$ cat src/rtl/multicycle_main_control_if.sv
// Control bundle between the multi-cycle MIPS main controller and its datapath.
// The master modport is the controller side; the slave modport is the datapath side.
interface multicycle_main_control_if;
  logic [5:0] opcode;
  logic       mem_ready;
  logic       PCWrite;
  logic       PCWriteCond;
  logic       IorD;
  logic       MemRead;
  logic       MemWrite;
  logic       MemtoReg;
  logic       IRWrite;
  logic [1:0] PCSource;
  logic [1:0] AluOp;
  logic       AluSrcA;
  logic [1:0] AluSrcB;
  logic       RegWrite;
  logic       RegDst;
  logic       cause_write;
  logic       epc_write;
  logic [3:0] state;

  modport master (
    input  opcode, mem_ready,
    output PCWrite, PCWriteCond, IorD, MemRead, MemWrite, MemtoReg, IRWrite,
           PCSource, AluOp, AluSrcA, AluSrcB, RegWrite, RegDst,
           cause_write, epc_write, state
  );

  modport slave (
    output opcode, mem_ready,
    input  PCWrite, PCWriteCond, IorD, MemRead, MemWrite, MemtoReg, IRWrite,
           PCSource, AluOp, AluSrcA, AluSrcB, RegWrite, RegDst,
           cause_write, epc_write, state
  );
endinterface

$ cat src/rtl/multicycle_main_control.sv
// Main control FSM of the multi-cycle MIPS datapath (fetch/decode/execute/mem/writeback).
// Define MC_CTRL_EXC_EN to trap unknown opcodes into a one-cycle exception state.
module multicycle_main_control #(
  parameter logic [5:0] OP_RTYPE = 6'h00,
  parameter logic [5:0] OP_LW    = 6'h23,
  parameter logic [5:0] OP_SW    = 6'h2B,
  parameter logic [5:0] OP_BEQ   = 6'h04,
  parameter logic [5:0] OP_J     = 6'h02,
  parameter logic [5:0] OP_ADDI  = 6'h08
) (
  input logic                          clk,
  input logic                          reset_n,
  multicycle_main_control_if.master    bus
);

  typedef enum logic [3:0] {
    S_RESET    = 4'd0,
    S_FETCH    = 4'd1,
    S_DECODE   = 4'd2,
    S_MEM_ADDR = 4'd3,
    S_MEM_RD   = 4'd4,
    S_MEM_WB   = 4'd5,
    S_MEM_WR   = 4'd6,
    S_R_EX     = 4'd7,
    S_R_WB     = 4'd8,
    S_BEQ      = 4'd9,
    S_JMP      = 4'd10,
    S_ADDI_EX  = 4'd11,
    S_ADDI_WB  = 4'd12,
    S_EXC      = 4'd13
  } state_t;

  state_t     state_q, state_d;
  logic       pc_write, pc_write_cond, iord, mem_read, mem_write, memto_reg, ir_write;
  logic [1:0] pc_source, alu_op, alu_src_b;
  logic       alu_src_a, reg_write, reg_dst;
`ifdef MC_CTRL_EXC_EN
  logic       cause_wr, epc_wr;
`endif

  always_ff @(posedge clk or negedge reset_n) begin
    if (!reset_n) state_q <= S_RESET;
    else          state_q <= state_d;
  end

  // Outputs decode from state only, except FETCH where the IR/PC load waits on mem_ready.
  always_comb begin
    state_d       = S_FETCH;
    pc_write      = 1'b0;
    pc_write_cond = 1'b0;
    iord          = 1'b0;
    mem_read      = 1'b0;
    mem_write     = 1'b0;
    memto_reg     = 1'b0;
    ir_write      = 1'b0;
    pc_source     = 2'b00;
    alu_op        = 2'b00;
    alu_src_a     = 1'b0;
    alu_src_b     = 2'b00;
    reg_write     = 1'b0;
    reg_dst       = 1'b0;
`ifdef MC_CTRL_EXC_EN
    cause_wr      = 1'b0;
    epc_wr        = 1'b0;
`endif
    case (state_q)
      S_RESET: state_d = S_FETCH;
      S_FETCH: begin
        mem_read  = 1'b1;
        alu_src_b = 2'b01;
        ir_write  = bus.mem_ready;
        pc_write  = bus.mem_ready;
        state_d   = bus.mem_ready ? S_DECODE : S_FETCH;
      end
      S_DECODE: begin
        // Branch target is precomputed here so BEQ can finish in one execute cycle.
        alu_src_b = 2'b11;
        case (bus.opcode)
          OP_LW, OP_SW: state_d = S_MEM_ADDR;
          OP_RTYPE:     state_d = S_R_EX;
          OP_BEQ:       state_d = S_BEQ;
          OP_J:         state_d = S_JMP;
          OP_ADDI:      state_d = S_ADDI_EX;
`ifdef MC_CTRL_EXC_EN
          default:      state_d = S_EXC;
`else
          default:      state_d = S_FETCH;
`endif
        endcase
      end
      S_MEM_ADDR: begin
        alu_src_a = 1'b1;
        alu_src_b = 2'b10;
        if (bus.opcode == OP_LW)      state_d = S_MEM_RD;
        else if (bus.opcode == OP_SW) state_d = S_MEM_WR;
        else                          state_d = S_FETCH;
      end
      S_MEM_RD: begin
        mem_read = 1'b1;
        iord     = 1'b1;
        state_d  = bus.mem_ready ? S_MEM_WB : S_MEM_RD;
      end
      S_MEM_WB: begin
        reg_write = 1'b1;
        memto_reg = 1'b1;
      end
      S_MEM_WR: begin
        mem_write = 1'b1;
        iord      = 1'b1;
        state_d   = bus.mem_ready ? S_FETCH : S_MEM_WR;
      end
      S_R_EX: begin
        alu_src_a = 1'b1;
        alu_op    = 2'b10;
        state_d   = S_R_WB;
      end
      S_R_WB: begin
        reg_write = 1'b1;
        reg_dst   = 1'b1;
      end
      S_BEQ: begin
        alu_src_a     = 1'b1;
        alu_op        = 2'b01;
        pc_write_cond = 1'b1;
        pc_source     = 2'b01;
      end
      S_JMP: begin
        pc_write  = 1'b1;
        pc_source = 2'b10;
      end
      S_ADDI_EX: begin
        alu_src_a = 1'b1;
        alu_src_b = 2'b10;
        alu_op    = 2'b11;
        state_d   = S_ADDI_WB;
      end
      S_ADDI_WB: reg_write = 1'b1;
`ifdef MC_CTRL_EXC_EN
      S_EXC: begin
        pc_write  = 1'b1;
        pc_source = 2'b11;
        cause_wr  = 1'b1;
        epc_wr    = 1'b1;
      end
`endif
      default: state_d = S_FETCH;
    endcase
  end

  assign bus.PCWrite     = pc_write;
  assign bus.PCWriteCond = pc_write_cond;
  assign bus.IorD        = iord;
  assign bus.MemRead     = mem_read;
  assign bus.MemWrite    = mem_write;
  assign bus.MemtoReg    = memto_reg;
  assign bus.IRWrite     = ir_write;
  assign bus.PCSource    = pc_source;
  assign bus.AluOp       = alu_op;
  assign bus.AluSrcA     = alu_src_a;
  assign bus.AluSrcB     = alu_src_b;
  assign bus.RegWrite    = reg_write;
  assign bus.RegDst      = reg_dst;
  assign bus.state       = state_q;
`ifdef MC_CTRL_EXC_EN
  assign bus.cause_write = cause_wr;
  assign bus.epc_write   = epc_wr;
`else
  assign bus.cause_write = 1'b0;
  assign bus.epc_write   = 1'b0;
`endif

endmodule

$ cat src/flat_wrapper.sv
// flat-port wrapper written by rule: the top's interface ports become plain ports
module multicycle_main_control_flat 
#(
  parameter logic [5:0] OP_RTYPE = 6'h00,
  parameter logic [5:0] OP_LW    = 6'h23,
  parameter logic [5:0] OP_SW    = 6'h2B,
  parameter logic [5:0] OP_BEQ   = 6'h04,
  parameter logic [5:0] OP_J     = 6'h02,
  parameter logic [5:0] OP_ADDI  = 6'h08
)
  (clk, reset_n, bus_opcode, bus_mem_ready, bus_PCWrite, bus_PCWriteCond, bus_IorD, bus_MemRead, bus_MemWrite, bus_MemtoReg, bus_IRWrite, bus_PCSource, bus_AluOp, bus_AluSrcA, bus_AluSrcB, bus_RegWrite, bus_RegDst, bus_cause_write, bus_epc_write, bus_state);
  multicycle_main_control_if bus_i ();
  input logic clk;
  input logic reset_n;
  input wire logic [$bits(bus_i.opcode)-1:0] bus_opcode;
  input wire logic [$bits(bus_i.mem_ready)-1:0] bus_mem_ready;
  output wire logic [$bits(bus_i.PCWrite)-1:0] bus_PCWrite;
  output wire logic [$bits(bus_i.PCWriteCond)-1:0] bus_PCWriteCond;
  output wire logic [$bits(bus_i.IorD)-1:0] bus_IorD;
  output wire logic [$bits(bus_i.MemRead)-1:0] bus_MemRead;
  output wire logic [$bits(bus_i.MemWrite)-1:0] bus_MemWrite;
  output wire logic [$bits(bus_i.MemtoReg)-1:0] bus_MemtoReg;
  output wire logic [$bits(bus_i.IRWrite)-1:0] bus_IRWrite;
  output wire logic [$bits(bus_i.PCSource)-1:0] bus_PCSource;
  output wire logic [$bits(bus_i.AluOp)-1:0] bus_AluOp;
  output wire logic [$bits(bus_i.AluSrcA)-1:0] bus_AluSrcA;
  output wire logic [$bits(bus_i.AluSrcB)-1:0] bus_AluSrcB;
  output wire logic [$bits(bus_i.RegWrite)-1:0] bus_RegWrite;
  output wire logic [$bits(bus_i.RegDst)-1:0] bus_RegDst;
  output wire logic [$bits(bus_i.cause_write)-1:0] bus_cause_write;
  output wire logic [$bits(bus_i.epc_write)-1:0] bus_epc_write;
  output wire logic [$bits(bus_i.state)-1:0] bus_state;
  assign bus_i.opcode = bus_opcode;
  assign bus_i.mem_ready = bus_mem_ready;
  assign bus_PCWrite = bus_i.PCWrite;
  assign bus_PCWriteCond = bus_i.PCWriteCond;
  assign bus_IorD = bus_i.IorD;
  assign bus_MemRead = bus_i.MemRead;
  assign bus_MemWrite = bus_i.MemWrite;
  assign bus_MemtoReg = bus_i.MemtoReg;
  assign bus_IRWrite = bus_i.IRWrite;
  assign bus_PCSource = bus_i.PCSource;
  assign bus_AluOp = bus_i.AluOp;
  assign bus_AluSrcA = bus_i.AluSrcA;
  assign bus_AluSrcB = bus_i.AluSrcB;
  assign bus_RegWrite = bus_i.RegWrite;
  assign bus_RegDst = bus_i.RegDst;
  assign bus_cause_write = bus_i.cause_write;
  assign bus_epc_write = bus_i.epc_write;
  assign bus_state = bus_i.state;
  multicycle_main_control #(.OP_RTYPE(OP_RTYPE), .OP_LW(OP_LW), .OP_SW(OP_SW), .OP_BEQ(OP_BEQ), .OP_J(OP_J), .OP_ADDI(OP_ADDI)) u_core (.clk(clk), .reset_n(reset_n), .bus(bus_i));
endmodule
$ cat config.mk
export PLATFORM = sky130hd
export DESIGN_NAME = multicycle_main_control_flat
export DESIGN_NICKNAME = d
export VERILOG_FILES = /design/src/rtl/multicycle_main_control_if.sv /design/src/rtl/multicycle_main_control.sv /design/src/flat_wrapper.sv
export SDC_FILE = /design/constraint.sdc
export NUM_CORES = 1
export LEC_CHECK = 0
export ABC_AREA = 1
export CAP_MARGIN = 20
export CELL_PAD_IN_SITES_DETAIL_PLACEMENT = 1
export CELL_PAD_IN_SITES_GLOBAL_PLACEMENT = 2
export CORE_MARGIN = 2
export CORE_UTILIZATION = 16
export DETAILED_ROUTE_END_ITERATION = 10
export PLACE_DENSITY_LB_ADDON = 0.1
export RECOVER_POWER = 25
export SLEW_MARGIN = 15
export SYNTH_ARGS = -nofsm -noshare
export SYNTH_HDL_FRONTEND = slang
export SYNTH_SLANG_ARGS = --single-unit
$ cat constraint.sdc
create_clock -name clk -period 1.29 [get_ports clk]
set_input_delay 0.1935 -clock clk [delete_from_list [all_inputs] [get_ports clk]]
set_output_delay 0.1935 -clock clk [all_outputs]
set_load 0.01 [all_outputs]
==> impl_metrics.ini <==
[sta]
setup_tns_ns = -2.92
finalSetupViolations = 20
clock_skew_ns = 0.0000884
fmax_ghz = 0.653
period_minus_slack_ns = 1.53
fin_crit_sh_pct = 119
hold_viol = 0
rsz0062_at_grt = yes
maxSlewViolCount = 0
setup_slack_ns = -0.242

[clock_tree]
path_clk_slew_ns = 0.04
tritoncts = yes
clock_latency_ns = 0.23
clockBufferDepth = 2
clock-root-buffer = clkbuf_4
htree_levels = 1
cts.sinks = 4
cts_buffers = 3
ctsHoldBuffers = 0

[setup_path]
cpLargestDelayFamily = flip-flops
critPathMaxStageDelay_ns = 0.43
critPathRequiredTime_ns = 1.10
slowest_stage = dfrtp_2
end_kind = output pin
worstPathArrival_ns = 1.34
rr_endpoint = u_core.bus.state[1]$_DFF_PN0_
path_cells = inv_4 > nand2_8 > inv_2 > a21oi_4 > nand3b_1 > buf_2
crit_cells = 6
reg2reg_slack_ns = -0.11
crit_fanout = 6
critPathKind = reg -> out
reg2reg_from = u_core.bus.state[1]$_DFF_PN0_
worstSetupStartpointType = register
worst-path-buf-inv = 3
reg2regPathDepth = 10

[grt]
antenna_found_initial = 0
first_global_vias = 831
gr-total-overflow = 0
grt_max_degree = 7
track_usage_pct = 13.3
grt_pass1_wl_microns = 3730

[route]
postRouteAntennaNets = 0
firstDrtPassIters = 4
vias = 818
drt_iter0_markers = 4
drt-wirelength-per-cell_microns = 11.9
wirelength_microns = 2460
drc = 0
vias_per_cell = 3.95

[floorplan]
die_area_sq_mm = 0.00377
core.rowCount = 20
initial_utilization_pct = 17.0
die_w_microns = 61.4
die-height_microns = 61.4
coreArea_sq_mm = 0.00310
pin_count = 31

[synthesis]
syn_inst = 96
syn_area_per_cell_sq_um = 5.49
synth_cell_types = 19
yosys-top-cells-area = dfrtp_1 19%, nor2_1 18%, nand2_1 16%
netlist.top_cell.by_area = dfrtp_1
yosysTopAreaCellShare_pct = 19.0
yosys_warnings = 0
synth.ff_latch_count = 4
yosysSeqAreaShare_pct = 19.0
syn-cell-area_sq_um = 527

[pwr]
p_per_area_mw_per_mm2 = 1280
p_leak_nw = 0.706
power.total_w = 0.00171
ir_drop_mv = 0.637

[cells_and_area]
fin_util_pct = 43.0
fin_nets = 174
largest_reg_flops = 4
layout-drive-gt1-share_pct = 65.6
fill_cells = 415
area_delta_synth_final_pct = 153
insertedDiodeCount = 0

[placed_design]
globalplace.congestion = 0.766
dp_hpwl_microns = 1730
io_buffers = 28

[run_status]
violations = setup timing
status = finished with violations

[run]
max_cap_viol_count = 0

[worst_hold_path]
hold_path.class = in -> async
## worst max-delay path by stage
stage	startpoint	to	slack, ns
global route	u_core.bus.state[3]$_DFF_PN0_	bus_AluSrcA	-0.31
CTS	u_core.bus.state[0]$_DFF_PN0_	bus_AluSrcA	-0.24
global placement	u_core.bus.state[2]$_DFF_PN0_	bus_AluSrcA	-0.40
finish	u_core.bus.state[3]$_DFF_PN0_	bus_AluSrcA	-0.24
detailed placement	u_core.bus.state[3]$_DFF_PN0_	bus_PCWrite	-0.40
floorplan	u_core.bus.state[1]$_DFF_PN0_	bus_AluSrcA	0.04
## area by class of cell
type                    instances  area (sq um)  area share (%)
clock buffers                   3          22.5            1.69
repair buffers                 66           567            42.5
inverters                      17          78.8            5.90
well taps                      44          55.1            4.12
multi-input cells              73           507            38.0
flip-flops and latches          4           105            7.87
## cell families (layout without fill, tap and decap cells)
| family | count (synthesis) | count (layout) | synth area share, % |
|---|---|---|---|
| AO/OA/AOI/OAI | 5 | 5 | 5.94 |
| AND/OR/NAND/NOR | 66 | 66 | 57.7 |
| flip-flops | 4 | 4 | 19.0 |
| other | 1 | 2 | 0.712 |
| buffers and inverters | 20 | 86 | 16.6 |
## layout by cell type, fill, tap and decap left out, drive strengths merged
| master | n |
|---|---|
| buf | 54 |
| nand2 | 27 |
| nor2 | 26 |
| inv | 16 |
| nand3 | 8 |
| clkdlybuf4s50 | 7 |
| dfrtp | 4 |
| clkdlybuf4s15 | 4 |
| clkbuf | 3 |
| nor3 | 2 |
| conb | 2 |
| o22ai | 2 |
| o21ai | 2 |
| clkinv | 1 |
| a21oi | 1 |
| nand4 | 1 |
| nand3b | 1 |
| or2 | 1 |
| dlygate4sd3 | 1 |
## through the flow
step           std cells  area (sq um)  setup WS [ns]  hold WS, ns
6_report             207          1340         -0.242        0.239
5_1_grt              207          1340         -0.310        0.241
4_1_cts              202          1210         -0.236        0.166
3_5_place_dp         189          1030         -0.396        0.419
3_3_place_gp         189          1030         -0.402        0.417
2_1_floorplan         97           531         0.0389       -0.102
## cells in the mapped netlist
cell type / n
nand4_1: 1
inv_1: 12
nor2_1: 25
nand2_4: 2
or2_1: 1
inv_2: 4
nand3_1: 8
nand3b_1: 1
buf_4: 3
conb_1: 1
nand2_2: 3
nand2_1: 22
a21oi_2: 1
o21ai_0: 2
nor2_2: 1
clkinv_2: 1
nor3_2: 2
dfrtp_1: 4
o22ai_1: 2
## where the power goes
part           leakage, nW  total [W]  internal [W]  switching [W]
sequential          0.0465   0.000243      0.000162      0.0000811
clock               0.0138   0.000153      0.000104      0.0000490
combinational        0.646    0.00131      0.000671       0.000644
## metal layers
metal | part of all wire, % | up-vias | GRT usage [%]
met5 | 0 | - | 0
met4 | 0 | 0 | 2.74
met3 | 2.6 | 0 | 1.47
met2 | 53 | 11 | 23.7
met1 | 44 | 383 | 17.2
li1 | - | 424 | -
## what timing repair did
action                                  in CTS  in global routing
resized for setup                          119                 24
setup buffers                               11                  6
pin swaps                                   12                 16
endpoints found under the setup margin      22                 23
Note: power is estimated with default switching activity, not from simulation.
